**config.mk**
```make
export PLATFORM = sky130hd
export DESIGN_NAME = param_register_file_flat
export DESIGN_NICKNAME = d
export VERILOG_FILES = /design/src/rtl/param_register_file_if.sv /design/src/rtl/param_register_file.sv /design/src/flat_wrapper.sv
export SDC_FILE = /design/constraint.sdc
export NUM_CORES = 1
export LEC_CHECK = 0
export CORE_ASPECT_RATIO = 1.2
export CORE_MARGIN = 2
export CORE_UTILIZATION = 50
export CTS_BUF_LIST = sky130_fd_sc_hd__clkbuf_8
export DETAILED_ROUTE_END_ITERATION = 7
export DONT_BUFFER_PORTS = 1
export GPL_TIMING_DRIVEN = 0
export SLEW_MARGIN = 20
export SYNTH_ARGS = -nofsm -noshare
export SYNTH_HDL_FRONTEND = slang
export SYNTH_SLANG_ARGS = --single-unit
```
**constraint.sdc**
```tcl
create_clock -name clk -period 2.6 [get_ports clk]
set_input_delay 0.26 -clock clk [delete_from_list [all_inputs] [get_ports clk]]
set_output_delay 0.26 -clock clk [all_outputs]
set_load 0.01 [all_outputs]
```
**src/rtl/param_register_file_if.sv**
```systemverilog
// Bus between decode/writeback and the parametrised register file.
// master: decode/writeback side. It drives the write port, the read indices
//         and the issue request, and receives read data and busy flags.
// slave : the register file itself.
interface param_register_file_if #(
  parameter int DATA_W = 16,
  parameter int ADDR_W = 2
);
  logic              reg_write;   // writeback enable
  logic [ADDR_W-1:0] rd;          // writeback register index
  logic [DATA_W-1:0] write_data;  // writeback data
  logic [ADDR_W-1:0] rs1;         // read port 1 index
  logic [ADDR_W-1:0] rs2;         // read port 2 index
  logic [DATA_W-1:0] read_data1;  // read port 1 data (combinational)
  logic [DATA_W-1:0] read_data2;  // read port 2 data (combinational)
  logic              issue_valid; // issued instruction will write issue_rd
  logic [ADDR_W-1:0] issue_rd;    // destination of the issued instruction
  logic              busy1;       // rs1 has a pending writeback
  logic              busy2;       // rs2 has a pending writeback
  logic              busy_any;    // OR of all busy bits

  modport master (
    output reg_write, rd, write_data, rs1, rs2, issue_valid, issue_rd,
    input  read_data1, read_data2, busy1, busy2, busy_any
  );

  modport slave (
    input  reg_write, rd, write_data, rs1, rs2, issue_valid, issue_rd,
    output read_data1, read_data2, busy1, busy2, busy_any
  );
endinterface

```
**src/rtl/param_register_file.sv**
```systemverilog
// Parametrised general-purpose register file with a per-register busy
// scoreboard for read-after-write hazard detection.
// Ports:
//   clk   : rising-edge clock
//   rst_n : synchronous active-low reset (clears registers and busy bits)
//   bus   : param_register_file_if.slave. It carries the write port
//           (reg_write/rd/write_data), two combinational read ports
//           (rs1/rs2 -> read_data1/2), issue (issue_valid/issue_rd) and
//           the busy outputs (busy1/busy2/busy_any).
module param_register_file #(
  parameter int DATA_W   = 16,
  parameter int ADDR_W   = 2,
  parameter int ZERO_REG = 0,
  parameter int BYPASS   = 1
) (
  input  logic                   clk,
  input  logic                   rst_n,
  param_register_file_if.slave   bus
);
  localparam int unsigned DEPTH = 2 ** ADDR_W;

  logic [DATA_W-1:0] r_regs [DEPTH];
  logic [DEPTH-1:0]  r_busy;

  logic              w_wr_en;
  logic              w_issue_en;
  logic              w_fwd1;
  logic              w_fwd2;
  logic [DATA_W-1:0] w_rdata1;
  logic [DATA_W-1:0] w_rdata2;

  // Register 0 swallows writes and issues when hardwired to zero.
  assign w_wr_en    = bus.reg_write   && !((ZERO_REG != 0) && (bus.rd == '0));
  assign w_issue_en = bus.issue_valid && !((ZERO_REG != 0) && (bus.issue_rd == '0));

  always_ff @(posedge clk) begin
    if (!rst_n) begin
      r_regs <= '{default: '0};
      r_busy <= '0;
    end else begin
      if (w_wr_en) begin
        r_regs[bus.rd] <= bus.write_data;
      end
      if (bus.reg_write) begin
        r_busy[bus.rd] <= 1'b0;
      end
      // Placed after the clear so a same-index issue wins (newer producer).
      if (w_issue_en) begin
        r_busy[bus.issue_rd] <= 1'b1;
      end
    end
  end

  // Busy masking uses the raw write match. A dropped write to r0 only
  // happens with ZERO_REG set, where busy[0] is never set anyway.
  assign w_fwd1 = (BYPASS != 0) && bus.reg_write && (bus.rd == bus.rs1);
  assign w_fwd2 = (BYPASS != 0) && bus.reg_write && (bus.rd == bus.rs2);

  always_comb begin
    w_rdata1 = r_regs[bus.rs1];
    if ((ZERO_REG != 0) && (bus.rs1 == '0)) begin
      w_rdata1 = '0;
    end else if (w_fwd1 && w_wr_en) begin
      w_rdata1 = bus.write_data;
    end
  end

  always_comb begin
    w_rdata2 = r_regs[bus.rs2];
    if ((ZERO_REG != 0) && (bus.rs2 == '0)) begin
      w_rdata2 = '0;
    end else if (w_fwd2 && w_wr_en) begin
      w_rdata2 = bus.write_data;
    end
  end

  assign bus.read_data1 = w_rdata1;
  assign bus.read_data2 = w_rdata2;
  assign bus.busy1      = r_busy[bus.rs1] & ~w_fwd1;
  assign bus.busy2      = r_busy[bus.rs2] & ~w_fwd2;
  assign bus.busy_any   = |r_busy;
endmodule

```
**src/flat_wrapper.sv**
```systemverilog
// flat-port wrapper written by rule: the top's interface ports become plain ports
module param_register_file_flat 
#(
  parameter int DATA_W   = 16,
  parameter int ADDR_W   = 2,
  parameter int ZERO_REG = 0,
  parameter int BYPASS   = 1
)
  (clk, rst_n, bus_reg_write, bus_rd, bus_write_data, bus_rs1, bus_rs2, bus_issue_valid, bus_issue_rd, bus_read_data1, bus_read_data2, bus_busy1, bus_busy2, bus_busy_any);
  param_register_file_if #(.DATA_W(DATA_W), .ADDR_W(ADDR_W)) bus_i ();
  input  logic clk;
  input  logic rst_n;
  input wire logic [$bits(bus_i.reg_write)-1:0] bus_reg_write;
  input wire logic [$bits(bus_i.rd)-1:0] bus_rd;
  input wire logic [$bits(bus_i.write_data)-1:0] bus_write_data;
  input wire logic [$bits(bus_i.rs1)-1:0] bus_rs1;
  input wire logic [$bits(bus_i.rs2)-1:0] bus_rs2;
  input wire logic [$bits(bus_i.issue_valid)-1:0] bus_issue_valid;
  input wire logic [$bits(bus_i.issue_rd)-1:0] bus_issue_rd;
  output wire logic [$bits(bus_i.read_data1)-1:0] bus_read_data1;
  output wire logic [$bits(bus_i.read_data2)-1:0] bus_read_data2;
  output wire logic [$bits(bus_i.busy1)-1:0] bus_busy1;
  output wire logic [$bits(bus_i.busy2)-1:0] bus_busy2;
  output wire logic [$bits(bus_i.busy_any)-1:0] bus_busy_any;
  assign bus_i.reg_write = bus_reg_write;
  assign bus_i.rd = bus_rd;
  assign bus_i.write_data = bus_write_data;
  assign bus_i.rs1 = bus_rs1;
  assign bus_i.rs2 = bus_rs2;
  assign bus_i.issue_valid = bus_issue_valid;
  assign bus_i.issue_rd = bus_issue_rd;
  assign bus_read_data1 = bus_i.read_data1;
  assign bus_read_data2 = bus_i.read_data2;
  assign bus_busy1 = bus_i.busy1;
  assign bus_busy2 = bus_i.busy2;
  assign bus_busy_any = bus_i.busy_any;
  param_register_file #(.DATA_W(DATA_W), .ADDR_W(ADDR_W), .ZERO_REG(ZERO_REG), .BYPASS(BYPASS)) u_core (.clk(clk), .rst_n(rst_n), .bus(bus_i));
endmodule
```
# [After elaboration in Yosys (flattened, before gate mapping)]
# Cells that the tools add are included.
[classes] n_addsub=0 multipliers=0 div=0 order_cmp=10 eq_ne=2 shift=0 mux=22 bitwise=10 reduce_logical=8
[op_table] cell="16-bit 2-to-1 mux" n=7
[op_table] cell="16-bit binary-select mux with 2-bit select" n=2
[op_table] cell="64-bit bitwise mux" n=1
[op_table] cell="16-bit demux with 2-bit select" n=1
[op_table] cell="2-bit by 3-bit < comparator with 1-bit output (second input constant)" n=4
[op_table] cell="4-bit 2-to-1 mux" n=3
[op_table] cell="3-bit greater-or-equal comparator (second input constant)" n=3
[op_table] cell="2-bit inverter with 3-bit output" n=3
[op_table] cell="1-bit logical AND" n=7
[op_table] cell="4-bit AND" n=1
[op_table] cell="1-bit binary-select mux with 2-bit select" n=2
[op_table] cell="1-bit demux with 2-bit select" n=2
[op_table] cell="2-bit == test" n=2
[op_table] cell="2-bit by 1-bit greater-or-equal comparator with 1-bit output (second input constant)" n=2
[op_table] cell="1-bit 2-to-1 mux" n=4
[op_table] cell="4-bit inverter" n=1
[op_table] cell="4-bit bitwise OR" n=1
[op_table] cell="4-bit OR reduction" n=1
[op_table] cell="3-bit by 1-bit < comparator with 1-bit output (second input constant)" n=1
[op_table] cell="1-bit AND" n=2
[op_table] cell="1-bit inverter" n=2
[word_totals] register_bits=68 latch_bits=0 ram_bits=0 rom_bits=0 input_bits=28 wordCells=57 mem_count=0

# [Logic depth before layout (Yosys ltp)]
# Gate-level depths: netlist of run 1.
[depth] ltp_word=10 depth_mapped=6 ltp_nobuf=3

# [Worst setup path after synthesis of run 1]
# OpenSTA, ideal clock, no wires.
[synth_path] kind="input -> output" startpoint="input bus_rs1[1]" endpoint="output bus_read_data1[10]" t_arrival_ps=1302 required_time_ps=2340 slack_ps=1038 path_stages=3 path_buffers=1 cell_sequence="buf_2 > mux4_1 > mux2_4"
[synth_via] elab_chain_len=5
[synth_lines] element="start: declaration" line="flat_wrapper.sv:16" rtl="input wire logic [$bits(bus_i.rs1)-1:0] bus_rs1;"
[synth_lines] element="2-bit inverter with 3-bit output (not written as such)" line="param_register_file.sv:60" rtl="w_rdata1 = r_regs[bus.rs1];"
[synth_lines] element="16-bit binary-select mux with 2-bit select" line="param_register_file.sv:60"
[synth_lines] element="16-bit 2-to-1 mux (not written as such) (2 in series)" line="param_register_file.sv:60"
[synth_lines] element="16-bit 2-to-1 mux *" line="param_register_file.sv:63" rtl="end else if (w_fwd1 && w_wr_en) begin"
[synth_lines] element="end: declaration" line="flat_wrapper.sv:20" rtl="output wire logic [$bits(bus_i.read_data1)-1:0] bus_read_data1;"
# Every way passes the cells marked *; elsewhere a longest branch is shown, timed or not. The select of a mux whose other input is x is not followed.

# [Worst setup path after layout of run 1]
[layout_path] startpoint="input bus_rs1[1]" endpoint="output bus_read_data1[5]"
# Same word-level chain as after synthesis.

==> results of run 1 <==
## metrics by stage
stage / power (uW) / std cells / instance area [sq um] / setup slack [ns]
6_report: 2400 / 497 / 4400 / 0.752
3_5_place_dp: 1470 / 481 / 4190 / 0.735
4_1_cts: 2420 / 497 / 4400 / 0.735
3_3_place_gp: 1460 / 481 / 4190 / 0.753
2_1_floorplan: 1390 / 386 / 4070 / 1.04
5_1_grt: 2500 / 497 / 4400 / 0.715
## cell families after synthesis
family	count (synthesis)	share of synthesized area (%)
mux	66	31.5
xor+xnor	4	1.60
buf+inv	33	5.23
simple gates	147	15.7
compound gates	68	12.5
flops	68	33.5
## power by group
part,switching (uW),internal (uW),total (uW)
sequential,24.0,1080,1100
combinational,179,162,341
clock,400,558,957
total,602,1800,2400
## per-layer routing
layer  GRT usage, %  share of wire (%)
met5              0                  0
met4           10.2                1.6
met1           28.9                 40
met3           3.76                4.8
met2           46.4                 54
## synthesized netlist by cell type (3+ instances only)
library cell  count  area share, %
nand3b_1          3           0.55
nand2_1         129             12
xnor2_2           4            1.6
mux4_2            4            2.2
buf_6             5            1.4
mux2_4           11            4.1
mux2_1            7            1.9
dfxtp_1          68             33
mux2_2           14            3.9
a21boi_1         11            2.0
a21boi_0         54             10
buf_4             3           0.55
mux4_1           30             19
nor2b_1           3           0.46
clkbuf_2          3           0.37
buf_2            11            1.4
clkbuf_1          8           0.74
## state kept, by name, indices dropped and copies added, names as in the netlist
register and count:
u_core.r_busy 4, u_core.r_regs 64
## worst reg2reg max path, delay by kind of cell (launching register included)
family | cells | cell delay [ns]
DFF | 1 | 0.35
and+or+nand+nor | 1 | 0.06
AOI/OAI and AO/OA | 1 | 0.20
## how the worst min path moves through the flow
stage                             from                 to  depth (start not counted)
floorplan            bus_write_data[0]  u_core.r_regs[32]                          2
global placement    bus_write_data[12]  u_core.r_regs[60]                          2
detailed placement   bus_write_data[8]  u_core.r_regs[56]                          2
CTS                  bus_write_data[8]  u_core.r_regs[56]                          2
global route        bus_write_data[14]  u_core.r_regs[46]                          2
finish              bus_write_data[14]  u_core.r_regs[46]                          2
## area by class of cell
| cell class | count | share of cell area [%] |
|---|---|---|
| buffer | 32 | 4.75 |
| inverter | 1 | 0.0853 |
| tap | 95 | 2.70 |
| clock inverter | 6 | 1.79 |
| sequential | 68 | 30.9 |
| clock buffer | 10 | 3.13 |
| multi-input combinational | 285 | 56.6 |
## cells in the final DEF (no fill, tap or decap)
cell and count:
mux4_1 30, a21oi_1 1, nand3_4 2, clkbuf_2 3
nor2b_1 3, xnor2_2 4, or4_1 1, and3_1 1
a21boi_0 54, a32oi_1 2, buf_6 5, buf_8 2
clkbuf_8 10, nand2_1 129, clkbuf_1 8, bufinv_16 2
nand3b_1 3, mux2_1 7, buf_2 11, mux2_4 11
mux4_2 4, inv_1 2, and3b_1 2, nor3b_1 1
or3b_1 1, dfxtp_1 68, a21boi_1 11, clkinv_2 3
nor3b_2 1, buf_4 3, and2_1 2, mux2_2 14
nand3_1 1
==> reports/summary.json, run 1 <==
{
  "outcome": {
    "run_status": "finished, final reports clean"
  },
  "cts": {
    "cts_resized": 0,
    "tritoncts.num_buffers": 9,
    "tritoncts_clock_tree": "done",
    "cts_hold_repair.buffers": 0,
    "clock_tree.buffer_depth": 2,
    "cts.clk_slew.worst_paths_ns": 0.07,
    "htreeDepth": 3,
    "clock_insertion_delay_worst_skew_ns": 0.34,
    "cts.repair_timing.setup_buffer_count": 0,
    "clockRootBuffer": "clkbuf_8",
    "cts_sinks": 68
  },
  "critical_path": {
    "cp_slowest_stage_delay_ns": 0.37,
    "cp-start-kind": "input port",
    "timing.reg2reg.worst_path_depth": 2,
    "worst_ep_arrival_time_ns": 1.59,
    "critical_path.n_buffers_inverters": 2,
    "critical_path_class": "in -> out",
    "regToRegSetupSlack_ns": 1.91,
    "cpLargestDelayFamily": "multiplexers",
    "timing.rr.start": "u_core.r_regs[11]",
    "worst_path_most_repeated_cell": "buf_2",
    "worst_setup_path_endpoint": "bus_read_data1[5]",
    "critical_path_required_ns": 2.34,
    "r2r-end": "u_core.r_regs[11]",
    "timing.critical_path.from": "bus_rs1[1]",
    "crit_path_end_kind": "output port",
    "highest_net_fanout_along_the_worst_path": 10,
    "worstSetupPathDepth": 4,
    "worstPathCellList": "buf_2 -> buf_2 -> mux4_1 -> mux2_2",
    "critical_path.slowest_cell": "buf_2"
  },
  "synth": {
    "synth.yosys.seq_area_share_pct": 33.5,
    "synth_cells": 386,
    "synthesized_cell_area_sq_um": 4070,
    "post_synth.cell_area_avg_sq_um": 10.5,
    "number_of_distinct_library_cells_after_synthesis": 30,
    "number_of_synthesized_flops_with_an_enable_pin": 0,
    "mappedNetlistNets": 414,
    "async_set_or_reset_flop_fraction_in_the_synthesized_netlist_pct": 0,
    "yosys_warnings": 0,
    "synth.ff_latch_count": 68,
    "ys_dominant_reg_cell": "dfxtp_1"
  },
  "grt": {
    "first_global_vias": 3087,
    "grt_remaining_overflow": 0,
    "grt_pass1_wl_mm": 16.5,
    "grt_max_degree": 12,
    "initial_antenna_violation_count": 0,
    "grt_use_total_pct": 25.1
  },
  "sta": {
    "timing.final.setup_violations": 0,
    "timing_max_transition_violations_final": 0,
    "timing_worst_slew_pin_value_ns": 0.680,
    "fin_worst_skew_ns": 0,
    "finalHoldViolations": 0,
    "grt_setup_unrepaired": "false",
    "hold_ws_ns": 0.0469,
    "final_cycle_share_pct": 71.1,
    "slew_headroom_pct": 54.5,
    "clock.fmax_mhz": 541,
    "finalSetupTns_ns": 0,
    "timing.final.crit_period_ns": 1.85
  },
  "power": {
    "static-leakage-power_uw": 0.00178,
    "pwr_per_cell_area_nw_per_um2": 545,
    "peakVddDrop_mv": 0.259
  },
  "drt": {
    "wire_per_inst_um": 21.3,
    "num_vias": 2952,
    "detail_route.wirelength_mm": 10.6,
    "detail_route.iter0.violations": 125,
    "route.detailed.drc": 0,
    "drt_pass1_iterations": 4,
    "detail_routed_via_count_per_cell": 5.94,
    "ant_nets": 0
  },
  "layout": {
    "nets": 425,
    "seq_area_sq_um": 1360,
    "filler_cell_count": 747,
    "finish.utilization_pct": 54.9,
    "drive_above_1_share_pct": 18.7,
    "antenna-diode-count": 0,
    "layout-area-overhead-vs-synth_pct": 8.24,
    "multi_input_area_sq_um": 2490
  },
  "floorplanning": {
    "fp.dieArea_sq_um": 8880,
    "die_y_um": 103,
    "core_area_sq_um": 8020,
    "die_width_um": 86.3,
    "floorplan.initialDensity_pct": 50.7,
    "placementRows": 36,
    "pin_count": 63
  },
  "placement": {
    "gpl.final_weighted_congestion": 0.788,
    "place.detailed.hpwl_mm": 7.20,
    "io_buffer_count": 0
  },
  "min_path": {
    "min-delay-path-class": "in -> reg"
  },
  "flow_run": {
    "max_cap_viol_count": 0
  }
}
No activity file was read; power rests on OpenSTA's default activity.
==> inputs of run 2 (changes only) <==
- clock period: 2.6 -> 1.82 ns (I/O delays scaled with it)
==> run 2 against run 1 <==
Worst hold slack worse by 0.037 ns. Global-route usage up 0.37 points. First-iteration DRC count down 1.6%. Power up 45%. Register-to-register slack worse by 0.78 ns. Critical endpoint is now bus_read_data2[10].
==> reports/summary.json, run 2 (synthesized netlist as in run 1, its figures left out) <==
{
  "outcome": {
    "run_status": {"value": "finished, final reports clean", "change": "unchanged"}
  },
  "sta": {
    "fin_worst_skew": {"value": 0, "unit": "ns", "change": "unchanged"},
    "final_cycle_share_pct": 93.7,
    "timing_max_transition_violations_final": {"value": 0, "change": "unchanged"},
    "finalSetupTns": {"value": 0, "unit": "ns", "change": "unchanged"},
    "clock.fmax_mhz": 587,
    "finalHoldViolations": {"value": 0, "change": "unchanged"},
    "grt_setup_unrepaired": {"value": "false", "change": "unchanged"},
    "timing_worst_slew_pin_value": {"value": 0.662, "unit": "ns", "change": "was 0.680 ns"},
    "timing.final.crit_period_ns": 1.70,
    "slew_headroom": {"value": 55.9, "unit": "%", "change": "was 54.5%"},
    "timing.final.setup_violations": {"value": 0, "change": "unchanged"}
  },
  "critical_path": {
    "critical_path_required": {"value": 1.64, "unit": "ns", "change": "was 2.34 ns"},
    "critical_path_class": {"value": "reg -> out", "change": "was in -> out"},
    "worst_ep_arrival_time": {"value": 1.52, "unit": "ns", "change": "was 1.59 ns"},
    "worstPathCellList": {"value": "mux4_1 -> mux2_1", "change": "was buf_2 -> buf_2 -> mux4_1 -> mux2_2"},
    "crit_path_end_kind": {"value": "output port", "change": "unchanged"},
    "timing.reg2reg.worst_path_depth": {"value": 2, "change": "unchanged"},
    "highest_net_fanout_along_the_worst_path": {"value": 3, "change": "was 10"},
    "critical_path.slowest_cell": {"value": "mux4_1", "change": "was buf_2"},
    "regToRegSetupSlack": {"value": 1.13, "unit": "ns", "change": "was 1.91 ns"},
    "cp-start-kind": {"value": "flop", "change": "was input port"},
    "cp_slowest_stage_delay": {"value": 0.49, "unit": "ns", "change": "was 0.37 ns"}
  },
  "floorplanning": {
    "die_y": {"value": 103, "unit": "um", "change": "unchanged"},
    "fp.dieArea": {"value": 8880, "unit": "sq um", "change": "unchanged"},
    "core_area": {"value": 8020, "unit": "sq um", "change": "unchanged"},
    "placementRows": {"value": 36, "change": "unchanged"},
    "floorplan.initialDensity": {"value": 50.7, "unit": "%", "change": "unchanged"},
    "pin_count": {"value": 63, "change": "unchanged"},
    "die_width": {"value": 86.3, "unit": "um", "change": "unchanged"}
  },
  "layout": {
    "layout.cells.most_common_list": {"value": "nand2_1 (129), dfxtp_1 (68), a21boi_0 (54)", "change": "unchanged"},
    "top_regs": {"value": "u_core.r_regs: 64 flops, u_core.r_busy: 4 flops", "change": "unchanged"},
    "drive_above_1_share": {"value": 17.9, "unit": "%", "change": "was 18.7%"},
    "mostFrequentLayoutCell": {"value": "nand2_1", "change": "unchanged"},
    "layout-area-overhead-vs-synth": {"value": 12.2, "unit": "%", "change": "was 8.24%"},
    "layoutNonFillerInstCount": {"value": 513, "change": "was 497"},
    "max_flop_register": {"value": "u_core.r_regs", "change": "unchanged"},
    "nets": {"value": 441, "change": "was 425"},
    "largest_register_ffs": {"value": 64, "change": "unchanged"},
    "antenna-diode-count": {"value": 0, "change": "unchanged"}
  },
  "drt": {
    "num_vias": {"value": 3039, "change": "was 2,952"},
    "detail_route.wirelength": {"value": 10.8, "unit": "mm", "change": "was 10.6 mm"},
    "route.detailed.drc": {"value": 0, "change": "unchanged"},
    "detail_routed_via_count_per_cell": {"value": 5.92, "change": "was 5.94"},
    "drt_pass1_iterations": {"value": 4, "change": "unchanged"},
    "ant_nets": {"value": 0, "change": "unchanged"},
    "detail_route.iter0.violations": {"value": 123, "change": "was 125"},
    "wire_per_inst": {"value": 21.0, "unit": "um", "change": "was 21.3 um"}
  },
  "min_path": {
    "worstHoldPathCells": {"value": 2, "change": "unchanged"},
    "min-delay-path-class": {"value": "in -> reg", "change": "unchanged"}
  },
  "grt": {
    "grt_remaining_overflow": {"value": 0, "change": "unchanged"},
    "grt_max_degree": {"value": 12, "change": "unchanged"},
    "first_global_vias": {"value": 3152, "change": "was 3,087"},
    "grt_pass1_wl": {"value": 16.8, "unit": "mm", "change": "was 16.5 mm"},
    "grt_use_total": {"value": 25.5, "unit": "%", "change": "was 25.1%"},
    "initial_antenna_violation_count": {"value": 0, "change": "unchanged"}
  },
  "power": {
    "peakVddDrop": {"value": 0.368, "unit": "mV", "change": "was 0.259 mV"},
    "static-leakage-power": {"value": 0.00185, "unit": "uW", "change": "was 0.00178 uW"},
    "pwr_per_cell_area": {"value": 762, "unit": "nW/um^2", "change": "was 545 nW/um^2"}
  },
  "cts": {
    "tritoncts_clock_tree": {"value": "done", "change": "unchanged"},
    "clockRootBuffer": {"value": "clkbuf_8", "change": "unchanged"},
    "htreeDepth": {"value": 3, "change": "unchanged"},
    "cts.clk_slew.worst_paths": {"value": 0.07, "unit": "ns", "change": "about the same"},
    "cts_sinks": {"value": 68, "change": "unchanged"},
    "cts_hold_repair.buffers": {"value": 16, "change": "was 0"},
    "cts.repair_timing.setup_buffer_count": {"value": 0, "change": "unchanged"},
    "tritoncts.num_buffers": {"value": 9, "change": "unchanged"},
    "clock_insertion_delay_worst_skew": {"value": 0.34, "unit": "ns", "change": "about the same"},
    "cts_resized": {"value": 0, "change": "unchanged"},
    "clock_tree.buffer_depth": {"value": 2, "change": "unchanged"}
  },
  "placement": {
    "gpl.final_weighted_congestion": {"value": 0.788, "change": "unchanged"},
    "io_buffer_count": {"value": 0, "change": "unchanged"},
    "place.detailed.hpwl": {"value": 7.20, "unit": "mm", "change": "unchanged"},
    "numPlacedInstances": {"value": 481, "change": "unchanged"}
  },
  "flow_run": {
    "max_cap_viol_count": {"value": 0, "change": "unchanged"}
  }
}
run 2: cell types whose count changed in the layout (fill, tap and decap cells not counted):
cell           change
dlygate4sd3_1     +16
run 2: routing by layer:
layer / global-route usage (%) / wire [um]
met5: 0 / 0
met4: 10.2 / 228
met3: 3.92 / 512
met2: 47.0 / 5730
met1: 29.4 / 4300
run 2: final timing paths:
check	from	to
hold / removal	bus_write_data[11]	u_core.r_regs[11]
hold reg to reg	u_core.r_regs[54]	u_core.r_regs[54]
setup / recovery	u_core.r_regs[58]	bus_read_data2[10]
setup reg to reg	u_core.r_regs[11]	u_core.r_regs[11]
run 2: area by class of cell:
| cell class | instances | area [sq um] |
|---|---|---|
| inverters | 1 | 3.75 |
| clock inverters | 6 | 78.8 |
| fillers | 743 | 3450 |
| multi-input cells | 285 | 2490 |
| clock buffers | 10 | 138 |
| repair buffers | 16 | 160 |
| plain buffers | 32 | 209 |
| flip-flops and latches | 68 | 1360 |
| well taps | 95 | 119 |
run 2: power breakdown:
part	switching (uW)	internal, uW	total (uW)
Clock	572	797	1370
Sequential	34.5	1540	1570
Combinational	279	254	533
run 2: per-stage QoR:
stage / worst slack, ns / utilization, % / hold slack (ns) / power, uW / instance area (sq um)
after floorplan: 0.414 / - / 0.317 / 1990 / 4070
after global placement: 0.129 / 52.2 / 0.318 / 2090 / 4190
after detailed placement: 0.111 / 52.2 / 0.324 / 2100 / 4190
after CTS: 0.111 / 56.9 / 0.00362 / 3500 / 4560
after global routing: 0.0686 / 56.9 / 0.00689 / 3610 / 4560
final: 0.115 / 56.9 / 0.00992 / 3480 / 4560
run 2: worst max-delay path, delay by kind of cell, from the launching register on:
family	cells	cell delay [ns]
mux	2	0.85
flops	1	0.34
